## src/rtl/uart_result_tx_pkg.sv

```systemverilog
// Shared definitions for the result-message UART transmitter.
// Holds the UARTsend code values, the FSM state encoding and the message lengths.
// With UART_RESULT_TX_PARITY_EN defined, an extra PARITY state is added to the encoding.
package uart_result_tx_pkg;

  localparam logic [1:0] CODE_OFF       = 2'd0;
  localparam logic [1:0] CODE_MATCH     = 2'd1;
  localparam logic [1:0] CODE_NOT_MATCH = 2'd2;

  localparam int unsigned MATCH_LEN  = 7;  // "MATCH" CR LF
  localparam int unsigned NONE_LEN   = 6;  // "NONE" CR LF
  localparam int unsigned BYTE_IDX_W = 4;

  typedef enum logic [2:0] {
    S_IDLE  = 3'd0,
    S_START = 3'd1,
    S_DATA  = 3'd2,
    S_STOP  = 3'd3,
    S_DONE  = 3'd4
`ifdef UART_RESULT_TX_PARITY_EN
    , S_PARITY = 3'd5
`endif
  } state_t;

endpackage

```

## src/rtl/uart_result_msg_rom.sv

```systemverilog
// Combinational message ROM: returns one ASCII character of the selected result message.
// Ports: code (result code), idx (byte index) -> chr_c (character), last_c (idx is the final byte).
module uart_result_msg_rom
  import uart_result_tx_pkg::*;
(
  input  logic [1:0]            code,
  input  logic [BYTE_IDX_W-1:0] idx,
  output logic [7:0]            chr_c,
  output logic                  last_c
);

  always_comb begin
    chr_c  = 8'h00;
    last_c = 1'b0;
    case (code)
      CODE_MATCH: begin
        last_c = (idx == BYTE_IDX_W'(MATCH_LEN - 1));
        case (idx)
          4'd0:    chr_c = 8'h4D;  // M
          4'd1:    chr_c = 8'h41;  // A
          4'd2:    chr_c = 8'h54;  // T
          4'd3:    chr_c = 8'h43;  // C
          4'd4:    chr_c = 8'h48;  // H
          4'd5:    chr_c = 8'h0D;
          4'd6:    chr_c = 8'h0A;
          default: chr_c = 8'h00;
        endcase
      end
      CODE_NOT_MATCH: begin
        last_c = (idx == BYTE_IDX_W'(NONE_LEN - 1));
        case (idx)
          4'd0:    chr_c = 8'h4E;  // N
          4'd1:    chr_c = 8'h4F;  // O
          4'd2:    chr_c = 8'h4E;  // N
          4'd3:    chr_c = 8'h45;  // E
          4'd4:    chr_c = 8'h0D;
          4'd5:    chr_c = 8'h0A;
          default: chr_c = 8'h00;
        endcase
      end
      default: begin
        chr_c  = 8'h00;
        last_c = 1'b0;
      end
    endcase
  end

endmodule

```

## src/rtl/uart_result_tx.sv

```systemverilog
// Result-message UART transmitter: sends "MATCH\r\n" or "NONE\r\n" as 8N1 frames.
// Ports: clock, reset (async, active-low), UARTsend[1:0] (result code),
//        UARTsendComplete (message sent, held until UARTsend is OFF),
//        serialOut (TX line, idle high), txBusy (message in progress).
// Macro UART_RESULT_TX_PARITY_EN: insert an even-parity bit before the stop bit.
module uart_result_tx
  import uart_result_tx_pkg::*;
#(
  parameter int unsigned CLKS_PER_BIT = 434
) (
  input  logic       clock,
  input  logic       reset,
  input  logic [1:0] UARTsend,
  output logic       UARTsendComplete,
  output logic       serialOut,
  output logic       txBusy
);

  localparam int unsigned BAUD_W = (CLKS_PER_BIT > 1) ? $clog2(CLKS_PER_BIT) : 1;

  state_t                  state, state_n;
  logic [BAUD_W-1:0]       baud_cnt, baud_n;
  logic [2:0]              bit_cnt, bit_n;
  logic [BYTE_IDX_W-1:0]   byte_idx, idx_n;
  logic [7:0]              shift, shift_n;
  logic [1:0]              code, code_n;
  logic                    serial_n, done_n, busy_n;
  logic [7:0]              chr_c;
  logic                    last_c;
  logic                    bit_end_c;
`ifdef UART_RESULT_TX_PARITY_EN
  logic                    par, par_n;
`endif

  uart_result_msg_rom u_rom (
    .code   (code),
    .idx    (byte_idx),
    .chr_c  (chr_c),
    .last_c (last_c)
  );

  // Final cycle of the current serial bit.
  assign bit_end_c = (baud_cnt == BAUD_W'(CLKS_PER_BIT - 1));

  // State and datapath registers.
  always_ff @(posedge clock or negedge reset) begin
    if (!reset) begin
      state            <= S_IDLE;
      baud_cnt         <= '0;
      bit_cnt          <= '0;
      byte_idx         <= '0;
      shift            <= '0;
      code             <= CODE_OFF;
      serialOut        <= 1'b1;
      UARTsendComplete <= 1'b0;
      txBusy           <= 1'b0;
`ifdef UART_RESULT_TX_PARITY_EN
      par              <= 1'b0;
`endif
    end else begin
      state            <= state_n;
      baud_cnt         <= baud_n;
      bit_cnt          <= bit_n;
      byte_idx         <= idx_n;
      shift            <= shift_n;
      code             <= code_n;
      serialOut        <= serial_n;
      UARTsendComplete <= done_n;
      txBusy           <= busy_n;
`ifdef UART_RESULT_TX_PARITY_EN
      par              <= par_n;
`endif
    end
  end

  // Next-state and next-output logic; serial line value is computed one cycle ahead.
  always_comb begin
    state_n  = state;
    baud_n   = baud_cnt;
    bit_n    = bit_cnt;
    idx_n    = byte_idx;
    shift_n  = shift;
    code_n   = code;
    serial_n = serialOut;
    done_n   = UARTsendComplete;
    busy_n   = txBusy;
`ifdef UART_RESULT_TX_PARITY_EN
    par_n    = par;
`endif

    unique case (state)
      S_IDLE: begin
        serial_n = 1'b1;
        baud_n   = '0;
        if (UARTsend == CODE_MATCH || UARTsend == CODE_NOT_MATCH) begin
          code_n   = UARTsend;
          idx_n    = '0;
          state_n  = S_START;
          serial_n = 1'b0;
          busy_n   = 1'b1;
        end
      end

      S_START: begin
        baud_n = bit_end_c ? '0 : baud_cnt + BAUD_W'(1);
        if (bit_end_c) begin
          // Character is fetched at the end of the start bit; bit 0 goes out now.
          serial_n = chr_c[0];
          shift_n  = {1'b0, chr_c[7:1]};
          bit_n    = '0;
          state_n  = S_DATA;
`ifdef UART_RESULT_TX_PARITY_EN
          par_n    = ^chr_c;
`endif
        end
      end

      S_DATA: begin
        baud_n = bit_end_c ? '0 : baud_cnt + BAUD_W'(1);
        if (bit_end_c) begin
          if (bit_cnt == 3'd7) begin
`ifdef UART_RESULT_TX_PARITY_EN
            serial_n = par;
            state_n  = S_PARITY;
`else
            serial_n = 1'b1;
            state_n  = S_STOP;
`endif
          end else begin
            serial_n = shift[0];
            shift_n  = {1'b0, shift[7:1]};
            bit_n    = bit_cnt + 3'd1;
          end
        end
      end

`ifdef UART_RESULT_TX_PARITY_EN
      S_PARITY: begin
        baud_n = bit_end_c ? '0 : baud_cnt + BAUD_W'(1);
        if (bit_end_c) begin
          serial_n = 1'b1;
          state_n  = S_STOP;
        end
      end
`endif

      S_STOP: begin
        baud_n = bit_end_c ? '0 : baud_cnt + BAUD_W'(1);
        if (bit_end_c) begin
          if (last_c) begin
            serial_n = 1'b1;
            done_n   = 1'b1;
            state_n  = S_DONE;
          end else begin
            // Next start bit follows the stop bit with no idle gap.
            serial_n = 1'b0;
            idx_n    = byte_idx + BYTE_IDX_W'(1);
            state_n  = S_START;
          end
        end
      end

      S_DONE: begin
        serial_n = 1'b1;
        baud_n   = '0;
        if (UARTsend == CODE_OFF) begin
          done_n  = 1'b0;
          busy_n  = 1'b0;
          code_n  = CODE_OFF;
          state_n = S_IDLE;
        end
      end

      default: begin
        state_n  = S_IDLE;
        serial_n = 1'b1;
        done_n   = 1'b0;
        busy_n   = 1'b0;
      end
    endcase
  end

endmodule

```

## config.mk

```make
export PLATFORM = sky130hd
export DESIGN_NAME = uart_result_tx
export DESIGN_NICKNAME = d
export VERILOG_FILES = /design/src/rtl/uart_result_tx_pkg.sv /design/src/rtl/uart_result_msg_rom.sv /design/src/rtl/uart_result_tx.sv
export SDC_FILE = /design/constraint.sdc
export NUM_CORES = 1
export LEC_CHECK = 0
export ABC_AREA = 1
export BUFFER_PORTS_ARGS = -buffer_cell sky130_fd_sc_hd__buf_2
export CAP_MARGIN = 20
export CORE_ASPECT_RATIO = 0.7
export CORE_MARGIN = 2
export CORE_UTILIZATION = 50
export DETAILED_ROUTE_END_ITERATION = 6
export HOLD_SLACK_MARGIN = 0.12
export PLACE_DENSITY = 0.7
export SLEW_MARGIN = 25
export SYNTH_ARGS = -nofsm -noshare
export SYNTH_HDL_FRONTEND = slang
export SYNTH_SLANG_ARGS = --single-unit
```

## constraint.sdc

```tcl
create_clock -name clock -period 1.67 [get_ports clock]
set_clock_uncertainty 0.15 [all_clocks]
set_input_delay 0.2505 -clock clock [delete_from_list [all_inputs] [get_ports clock]]
set_output_delay 0.2505 -clock clock [all_outputs]
set_load 0.1 [all_outputs]
```

==> metrics <==
Max VDD drop=0.870 mV; Reg2Reg Launch Point=baud_cnt[6]; Final ANT Viol Nets=0; crit share post-route=101%; number of synthesized register bits=30; share of post-route cells with drive strength above 1=31.7%; Layout Cells excl Fill=374; WHS Endpoint=UARTsendComplete; clk_lat worst skew=290 ps; Routed Wire Length=4970 um; worst reg2reg endpoint=baud_cnt[3]; wire per inst=13.3 um; worst-margin pin slew=677 ps; placed instance count=347; reg2reg setup slack=-20 ps; Final nets=336; Mapped Cells=273; Setup CP Type=flip-flop to flip-flop; HPWL after DPL=3220 um; # DRC=0; Initial DRC Count=127; Critical Path RT=1700 ps; ranking of synthesized cells by area=dfrtp_1 37%, nand2_1 18%, ha_1 7.0%; FP Rows=19; initial antenna violation count=0; area leader, netlist=dfrtp_1; yosys warns=0; first-pass GRT wire length=7510 um; Starting Density=50.9%; Pins Over Slew Limit=0; post-synth cell types=33; Vias=1945; core area=3850 sq um; GRT Total Usage=21.8%; Pleak=1.29 nW; Crit path arrival time=1710 ps; Hold Path Stages=2; fmax=592 MHz; Synth async-reset ratio=100%; Die W=78.9 um; Netlist Area Pre-Place=1960 sq um; RSZ-0062 raised after global routing=true; clock tree buffer depth=2; hold_sp=UARTsendComplete; top cells by count, synth=92 x nand2_1, 32 x inv_1, 29 x dfrtp_1; status=finished, violations left; EDFF count, synth=0; CTS tree=yes; failing checks=setup timing; die height=56.4 um; Routability Congestion=0.846; largest net degree at the start of global routing=31; IO Pins=7; final setup margin=-18.4 ps; final setup vio count=6; vias per inst=5.20; HP Class=flip-flop to flip-flop; crit path time final=1690 ps; register area=756 sq um; DRT Pass-1 Iters=4; nature of the critical path endpoint=flip-flop; Synth Flop Type=dfrtp_1; port bufs=6; mean area per synthesized cell=7.19 sq um; total gr overflow=0; share of the synthesized area in the top cell type=37.0%; ANT cells=0; clock root buffer=clkbuf_8; Die Area=4450 sq um; Post-Place Worst Slack=-15.1 ps; vias in the first global route=1616; clock sinks=30; Multi-input gate area=1230 sq um; CTS clk-pin slew, worst paths=70 ps; Register-to-Register Path Depth=8; Inserted Clock Buffers=5; CP Max Fanout=6; CP Launch Type=flip-flop; Net Count, Synth=288; max_slew headroom=54.9%; htree depth=2; Pwr Density=1430 nW/um^2; Fin. Hold Viols=0; maxcap violations=0; fill count=304; Area growth syn-to-layout=34.8%; register area share after synthesis=38.3%; count leader, synth=nand2_1
## metal layers
layer  GRT usage (%)  vias up  part of all wire (%)
met5               0        -                     0
met4            7.39        0                   1.7
met3            5.14        9                   6.3
met2            29.4       62                    45
met1            33.8      902                    47
li1                -      972                     -
## layout by cell type (no fill, tap or decap), types with 4 or more instances in the layout
cell / instances
nand2_1: 82
nand4_1: 7
nand2_4: 4
buf_2: 6
ha_1: 6
clkbuf_8: 8
buf_4: 31
o22ai_1: 4
nand3_1: 14
nand2_2: 10
inv_2: 9
o21ai_0: 11
dfrtp_1: 26
nor2_4: 5
nor2_1: 23
inv_1: 27
o21ai_2: 4
a21oi_1: 6
## per-stage QoR
stage | hold WS [ps] | cell area [sq um] | TNS, ps | util, % | power [mW]
after floorplan | -195 | 1960 | 0 | - | 2.18
after global placement | 181 | 2180 | 0 | 56.5 | 2.58
after detailed placement | 181 | 2180 | -15.1 | 56.5 | 2.60
after CTS | 320 | 2320 | -12.7 | 60.1 | 3.33
after global routing | 352 | 2650 | -1150 | 68.7 | 4.06
final | 315 | 2650 | -80.0 | 68.7 | 3.79
## where the power goes
part | internal (mW) | switching [mW]
registers | 0.867 | 0.108
clock network | 0.416 | 0.299
logic | 0.788 | 1.31
total | 2.07 | 1.72
## worst max-delay path, cell delays in order, from the launching register on
cell     delay (ps)
dfrtp_1         420
inv_1           150
nand2_2          60
nor2_1          100
nand2_1         110
buf_6           170
o21ai_0         190
buf_4           190
nor3_2           50
## cells by family (layout without fill, tap and decap cells)
kind of cell,after synthesis,in the layout,synth area share (%)
flops,30,30,38.3
buf+inv,38,87,7.72
compound gates,30,30,8.74
simple gates,161,161,36.9
fa+ha+maj,11,11,7.02
xor+xnor,3,3,1.34
## how the worst max path moves through the flow
stage / end / depth (start not counted) / startpoint
finish: baud_cnt[3] / 8 / baud_cnt[6]
global route: byte_idx[0] / 11 / baud_cnt[1]
CTS: shift[2] / 8 / byte_idx[0]
detailed placement: shift[2] / 8 / byte_idx[0]
global placement: serialOut / 6 / state[1]
floorplan: shift[1] / 10 / baud_cnt[1]
## sequential cells by signal (all words and copies together) (netlist names)
name,flops
byte_idx,4
bit_cnt,3
baud_cnt,9
state,3
shift,6
txBusy,1
serialOut,1
code,2
UARTsendComplete,1
## cell type report
| class | count | share of cell area [%] |
|---|---|---|
| Inverter | 36 | 5.11 |
| Clock buffer | 8 | 4.16 |
| Tap cell | 52 | 2.46 |
| Timing Repair Buffer | 43 | 13.0 |
| Sequential cell | 30 | 28.6 |
| Multi-Input combinational cell | 205 | 46.7 |
## repair_timing
| item | 4_1_cts | 5_1_grt |
|---|---|---|
| hold buffers | 3 | 0 |
| setup buffers | 0 | 15 |
| cloned | 0 | 1 |
| pin swaps | 0 | 15 |
| endpoints found under the setup margin | 2 | 25 |
| resized for setup | 0 | 52 |
| endpoints found under the hold margin | 31 | 0 |
(Power assumes the default switching activity.)
